File: config.mk
export PLATFORM = sky130hd
export DESIGN_NAME = stage_sequencer
export DESIGN_NICKNAME = d
export VERILOG_FILES = /design/src/rtl/stage_sequencer.sv
export SDC_FILE = /design/constraint.sdc
export NUM_CORES = 1
export LEC_CHECK = 0
export CAP_MARGIN = 5
export CORE_ASPECT_RATIO = 0.9
export CORE_UTILIZATION = 40
export CTS_CLUSTER_DIAMETER = 40
export DETAILED_ROUTE_END_ITERATION = 8
export PLACE_DENSITY = 0.71
export SLEW_MARGIN = 20
export SYNTH_ARGS = -nofsm -noshare
export SYNTH_HDL_FRONTEND = slang
export SYNTH_SLANG_ARGS = --single-unit
File: constraint.sdc
create_clock -name clk_i -period 1.8 [get_ports clk_i]
set_input_delay 0.27 -clock clk_i [delete_from_list [all_inputs] [get_ports clk_i]]
set_output_delay 0.27 -clock clk_i [all_outputs]
set_load 0.01 [all_outputs]
File: src/rtl/stage_sequencer.sv
// Multi-cycle instruction stage sequencer: walks IF/ID/EXE/MEM/WB per opcode class,
// traps on illegal opcodes or a stalled memory access, and counts retired instructions.
module stage_sequencer #(
    parameter int CNT_W       = 32,
    parameter int MEM_TIMEOUT = 15
) (
    input  logic             clk_i,
    input  logic             reset_n_i,
    input  logic             enable_i,
    input  logic [6:0]       opcode_i,
    input  logic             zero_i,
    input  logic             mem_ready_i,
    output logic             state_if_o,
    output logic             state_id_o,
    output logic             state_exe_o,
    output logic             state_mem_o,
    output logic             state_wb_o,
    output logic             ir_we_o,
    output logic             pc_we_o,
    output logic             pc_src_o,
    output logic             reg_we_o,
    output logic             mem_re_o,
    output logic             mem_we_o,
    output logic             fault_o,
    output logic [CNT_W-1:0] retired_o
);
    // state  | meaning
    // S_IF   | fetch: load instruction register
    // S_ID   | decode: latch opcode class, trap on illegal opcode
    // S_EXE  | execute: branches finish here
    // S_MEM  | data access, waits for mem_ready with timeout
    // S_WB   | register write-back and PC update
    // S_TRAP | sticky fault, left only by reset
    typedef enum logic [2:0] {S_IF, S_ID, S_EXE, S_MEM, S_WB, S_TRAP} state_t;
    typedef enum logic [2:0] {C_NONE, C_R, C_I, C_LOAD, C_STORE, C_BRANCH} cls_t;

    localparam int TW = (MEM_TIMEOUT > 0) ? $clog2(MEM_TIMEOUT + 1) : 1;

    state_t            state_q, state_d;
    cls_t              cls_q, cls_d, opc_cls;
    logic [TW-1:0]     wait_q, wait_d;
    logic [CNT_W-1:0]  retired_q, retired_d;
    logic              adv;

    always_comb begin
        case (opcode_i)
            7'b0110011: opc_cls = C_R;
            7'b0010011: opc_cls = C_I;
            7'b0000011: opc_cls = C_LOAD;
            7'b0100011: opc_cls = C_STORE;
            7'b1100011: opc_cls = C_BRANCH;
            default:    opc_cls = C_NONE;
        endcase
    end

    // Reset is folded in so enables drop the instant reset asserts.
    assign adv = enable_i & reset_n_i;

    always_comb begin
        state_d   = state_q;
        cls_d     = cls_q;
        wait_d    = wait_q;
        ir_we_o   = 1'b0;
        pc_we_o   = 1'b0;
        pc_src_o  = 1'b0;
        reg_we_o  = 1'b0;
        mem_re_o  = 1'b0;
        mem_we_o  = 1'b0;
        fault_o   = 1'b0;
        case (state_q)
            S_IF: begin
                ir_we_o = adv;
                if (adv) state_d = S_ID;
            end
            S_ID: begin
                if (adv) begin
                    cls_d   = opc_cls;
                    state_d = (opc_cls == C_NONE) ? S_TRAP : S_EXE;
                end
            end
            S_EXE: begin
                case (cls_q)
                    C_BRANCH: begin
                        pc_src_o = zero_i;
                        pc_we_o  = adv;
                        if (adv) state_d = S_IF;
                    end
                    C_LOAD, C_STORE: begin
                        if (adv) begin
                            state_d = S_MEM;
                            wait_d  = '0;
                        end
                    end
                    C_R, C_I: begin
                        if (adv) state_d = S_WB;
                    end
                    default: begin
                        if (adv) state_d = S_TRAP;
                    end
                endcase
            end
            S_MEM: begin
                mem_re_o = adv && (cls_q == C_LOAD);
                mem_we_o = adv && (cls_q == C_STORE);
                if (adv) begin
                    if (cls_q != C_LOAD && cls_q != C_STORE) begin
                        state_d = S_TRAP;
                    end else if (mem_ready_i) begin
                        if (cls_q == C_LOAD) begin
                            state_d = S_WB;
                        end else begin
                            pc_we_o = 1'b1;
                            state_d = S_IF;
                        end
                    end else if (wait_q == TW'(MEM_TIMEOUT)) begin
                        state_d = S_TRAP;
                    end else begin
                        wait_d = wait_q + TW'(1);
                    end
                end
            end
            S_WB: begin
                reg_we_o = adv;
                pc_we_o  = adv;
                if (adv) state_d = S_IF;
            end
            S_TRAP: begin
                fault_o = 1'b1;
            end
            default: begin
                state_d = S_TRAP;
            end
        endcase
        retired_d = pc_we_o ? retired_q + CNT_W'(1) : retired_q;
    end

    always_ff @(posedge clk_i or negedge reset_n_i) begin
        if (!reset_n_i) begin
            state_q   <= S_IF;
            cls_q     <= C_NONE;
            wait_q    <= '0;
            retired_q <= '0;
        end else begin
            state_q   <= state_d;
            cls_q     <= cls_d;
            wait_q    <= wait_d;
            retired_q <= retired_d;
        end
    end

    assign state_if_o  = (state_q == S_IF);
    assign state_id_o  = (state_q == S_ID);
    assign state_exe_o = (state_q == S_EXE);
    assign state_mem_o = (state_q == S_MEM);
    assign state_wb_o  = (state_q == S_WB);
    assign retired_o   = retired_q;
endmodule
======== Word-level counts from Yosys, hierarchy flattened ========
Index checks and enable logic that the tools add are counted.
W data, S select, Z words.
cells by class
  bitwise operators ....................... 2
  reduce and logical (&&, ||, !) cells .... 11
  equal/unequal tests ..................... 30
  muxes and demuxes ....................... 35
  add/sub/neg operators ................... 2
operator list
  kind                     number
  $mux W3                  12
  $add A32 B1 Y32 const B  1
  $mux W4                  6
  $pmux W3 S6              1
  $pmux W3 S5              1
  $eq A7 B6 Y1 const B     2
  $eq A3 B2 Y1 const B     4
  $eq A3 B3 Y1 const B     4
  $mux W1                  12
  $ne A2 B1 Y1 const B     5
  $ne A3 B3 Y1 const B     3
  $pmux W3 S3              1
  $pmux W4 S2              1
  $reduce_and A8 Y1        1
  $eq A7 B2 Y1 const B     1
  $eq A7 B5 Y1 const B     1
  $eq A7 B7 Y1 const B     1
  $reduce_and A7 Y1        1
  $eq A3 B1 Y1 const B     2
  $logic_not A3 Y1         2
  $ne A2 B2 Y1 const B     3
  $add A4 B1 Y4 const B    1
  $eq A4 B4 Y1 const B     1
  $ne A4 B2 Y1 const B     1
  9 further kinds          12
storage, ports and cells
  input bits .............................. 12
  output and inout bits ................... 44
  register bits after elaboration ......... 42
  word-level logic and storage cells ...... 84

======== Depth between registers and ports, before layout ========
  depth after elaboration ................. 6
  gate-level depth with buffers ........... 9
  gate-level depth less buffers ........... 6

======== Worst setup path before layout ========
OpenSTA, ideal clock, no wires.
  path kind ............................... flip-flop to flip-flop
  start point ............................. register cls_q[1]
  end point ............................... register retired_q[20], in the netlist retired_o[20]
  clock period less this slack ............ 1.650 ns
  setup slack ............................. 0.150 ns
  setup time .............................. 0.126 ns
  arrival ................................. 1.524 ns
  buffers on the path ..................... 2
  required time ........................... 1.674 ns
  cell stages (with the launch flop) ...... 9
  cell sequence ........................... dfrtp_1 -> and2b_2 -> o211ai_1 -> a21o_1 -> buf_6 -> inv_2 -> buf_4 -> nand4_1 -> xnor2_1
between the ends
  cells in the longest elaborated chain, start to end .. 6
  elaborated cells on any way between the ends .. 11
  classes of those cells .................. 4 x eq/ne; 6 x mux; 1 x reduce/logical
RTL lines
  what                    RTL line  source
  start, declared         40        cls_t cls_q, cls_d, opc_cls;
  start signal, assigned  145       cls_q <= cls_d;
  $eq A3 B2 Y1            109       if (cls_q == C_LOAD) begin
  $mux W1                 109
  $mux W1                 108       end else if (mem_ready_i) begin
  $mux W1                 106       if (cls_q != C_LOAD && cls_q != C_STORE) begin
  $mux W1                 105       if (adv) begin
  $pmux W1 S3 *           70        case (state_q)
  named net pc_we_o       19        output logic pc_we_o,
  end signal, assigned    147       retired_q <= retired_d;
  end, declared           42        logic [CNT_W-1:0] retired_q, retired_d;
The timed path passes the listed nets; every way through them passes the cells marked *.
A chain may end at the register's enable or synchronous reset.

======== Final worst setup path ========
  start point ............................. register state_q[0]
  end point ............................... output pc_we_o
between the ends
  cells in the longest elaborated chain, start to end .. 2
  elaborated cells on any way between the ends .. 4
  classes of those cells .................. 3 x eq/ne; 1 x mux
RTL lines
  what                                          RTL line  source
  start, declared                               39        state_t state_q, state_d;
  start signal, assigned                        144       state_q <= state_d;
  $eq A3 B3 Y1 or $eq A3 B2 Y1 (tied branches)  70
  $pmux W1 S3 *                                 70
  end, declared                                 19
Every way passes the cells marked *; elsewhere a longest branch is shown, timed or not.

==> impl_results.md <==
* Hold violation count in the final report at 0
* Setup ws final at -0.0457 ns
* # DRC at 0
* Drt initial violations at ~150
* Placed Cells at 391
* CP Capture Type: output port
* Mapped Nets at about 250
* Crit share post-route at 1.03
* Num CTS Buffers at 5
* Non-Filler Cell Area, Final at approximately 3400 µm²
* EDFF count, synth at 0
* Crit start category: flip-flop
* Io pins at 56
* Clock Skews at approximately 0.0068 ns
* CP arrival at about 1.6 ns
* Total gr overflow at 0
* CTS HTree Levels at 2
* Worst-path fanout max at 4
* Most numerous cell in the Yosys netlist: dfrtp_1
* Worst EP required at about 1.5 ns
* Violated checks: setup timing
* Port buffer count at 55
* Sequential share of the synthesized area at 0.454
* Max-cap violations at 0
* Post-route insts no fill at between 400 and 500
* Post-DRT Antenna Nets at 0
* Fillers at 468
* Cell Pwr Density at around 830 nW/µm²
* Yosys top cell area share at 0.454
* # rows at 25
* Final min period at 1.85 ns
* Final setup viols at 3
* Cell count after synthesis at about 240
* Primary FF master, synth: dfrtp_1
* Tot GR Track Use at 0.221
* Routability Congestion at 0.857
* Clock transition at path regs at approximately 0.080 ns
* Die Y at ~74 µm
* Clk buf depth at 2
* Dpl ws at -0.290 ns
* Fin. max-slew vios at 0
* Clk sinks at 42
* Netlist cell types at 43
* Syn-to-layout area delta at 48.4%
* Synth top cells by count: dfrtp_1 (42), nand2_1 (27), xor2_1 (17)
* Nets at 356
* Wire length per cell at between 10 and 15 µm
* F_max at 542 MHz
* Worst slew margin at 0.704
* Netlist Area Pre-Place at 2320 µm²
* Worst vdd ir at 0.875 mV
* DP Wirelength at 4.53 mm
* Final wirelength at between 6 and 7 mm
* Global-route wire length before repair at about 10 mm
* RSZ-0062 raised after global routing: yes
* Setup TNS at -0.0930 ns
* Synth area leader: dfrtp_1
* Outcome: finished, violations left
* Setup CP Type: reg2out
* Mean Syn Cell Area at between 9 and 10 µm²
* First-pass DRT Iterations at 4
* Post-synth ARST share at 1.00
* Initial antenna violation count at 0
* Layout cells sized above 1 at 0.274
* Vias in the first global route at around 2.2k
* Synth warn at 0
* Ant. Diodes at 0
* Synthesized flop and latch total at between 40 and 50
* Placed Area at between 3000 and 4000 µm²
* Largest net degree at the start of global routing at 28
* Via/cell ratio at between 5 and 6
* Core area at between 5000 and 6000 µm²
* Worst slew pin tran at ~0.44 ns
* Final Util at 0.635
* Root buf cell: clkbuf_8
* Clock latency on the worst-skew pair at approximately 0.29 ns
* TritonCTS clock tree: done
* Die area at between 6000 and 7000 µm²
* Die width at 82.2 µm
* Starting Density at 0.428
* Area contributors post-synth: dfrtp_1 (45%), xor2_1 (6.4%), xnor2_1 (6.1%)
* Hold crit path type: in2async
* LEAKAGE at between 1.5 and 2 nW
* Routed vias at roughly 2.2k
## sequential cells by signal, indices dropped and copies added (netlist names)
register	count
wait_q	4
state_q	3
retired_o	32
cls_q	3
## critical path, cell delays in order (launching register included)
cell and delay (ns):
dfrtp_1 0.43, buf_4 0.16, and3b_1 0.16, o211ai_1 0.15
a21o_1 0.21, inv_2 0.05, buf_2 0.13
## kinds of logic after synthesis
kind of cell | Yosys count | synth area share
XOR/XNOR | 33 | 0.125
flip-flops | 42 | 0.454
AO/OA/AOI/OAI | 27 | 0.0848
adder cells (fa/ha/maj) | 2 | 0.0108
buffers and inverters | 16 | 0.0362
AND/OR/NAND/NOR | 118 | 0.290
## report_power, final
part | leakage (nW) | total (mW) | internal (mW) | switching [mW]
sequential | 0.555 | 1.13 | 1.03 | 0.103
combinational | 0.980 | 1.10 | 0.590 | 0.513
clock | 0.0482 | 0.633 | 0.310 | 0.323
## repair_timing
| item | 4_1_cts | 5_1_grt |
|---|---|---|
| setup endpoints to repair | 20 | 35 |
| gates resized for setup | 41 | 16 |
| hold endpoints to repair | 3 | 0 |
| buffers inserted | 7 | 3 |
| hold buffers | 1 | 0 |
| pin swaps | 3 | 2 |
## per-stage QoR
stage / power, mW / hold WS, ns
CTS: 2.82 / 0.0363
floorplan: 1.59 / -0.0256
global placement: 2.08 / 0.246
detailed placement: 2.10 / 0.242
global route: 3.02 / 0.0550
finish: 2.87 / 0.0318
## cell type report
class                           instances  area (µm²)  area share
Multi-Input combinational cell        180        1290       0.375
Sequential cell                        42        1050       0.306
Timing Repair Buffer                  105         891       0.259
Clock buffer                            7        86.3      0.0251
Tap cell                               67        83.8      0.0244
Inverter                                8        30.0     0.00874
Clock inverter                          1        5.00     0.00146
## worst paths after layout
kind                                    start            end  slack (ns)  cells past startpoint
worst max-delay path               state_q[0]        pc_we_o       -0.05                      6
worst min-delay path                reset_n_i      wait_q[1]        0.03                      2
worst max register to register     state_q[0]  retired_o[21]           0                      7
worst min register to register  retired_o[31]  retired_o[31]        0.48                      1
max in group asynchronous           reset_n_i     state_q[1]        0.92                      4
min in group clk_i              retired_o[31]  retired_o[31]        0.48                      1
## metal layers
| layer | wire length [µm] | vias up | track usage |
|---|---|---|---|
| met1 | 2920 | 1081 | 0.314 |
| met5 | 0 | - | 0 |
| met3 | 202 | 11 | 0.0344 |
| li1 | - | 1053 | - |
| met2 | 2880 | 52 | 0.351 |
| met4 | 108 | 0 | 0.0585 |
## cell usage in the layout, fill, tap and decap left out, types with 2 or more instances in the layout
cell type	n
nand2_1	26
a21o_1	3
nor2b_1	5
o31ai_1	2
nand3_1	12
o21ai_0	3
nor2_1	9
and3b_1	2
nor4_2	2
nand2b_1	2
inv_1	7
buf_4	48
clkdlybuf4s50_1	42
dfrtp_1	41
nand3b_1	2
xor2_1	17
and4_1	4
clkbuf_8	6
o211ai_1	3
nand4_1	13
a21oi_1	5
and3_1	11
a211oi_1	2
dlygate4sd2_1	2
clkdlybuf4s15_1	2
ha_1	2
buf_2	5
nor3_1	7
nor4_4	2
xnor2_1	16
clkbuf_2	3
buf_6	2
nor3_2	9
Power figures use the tool's default switching activity.
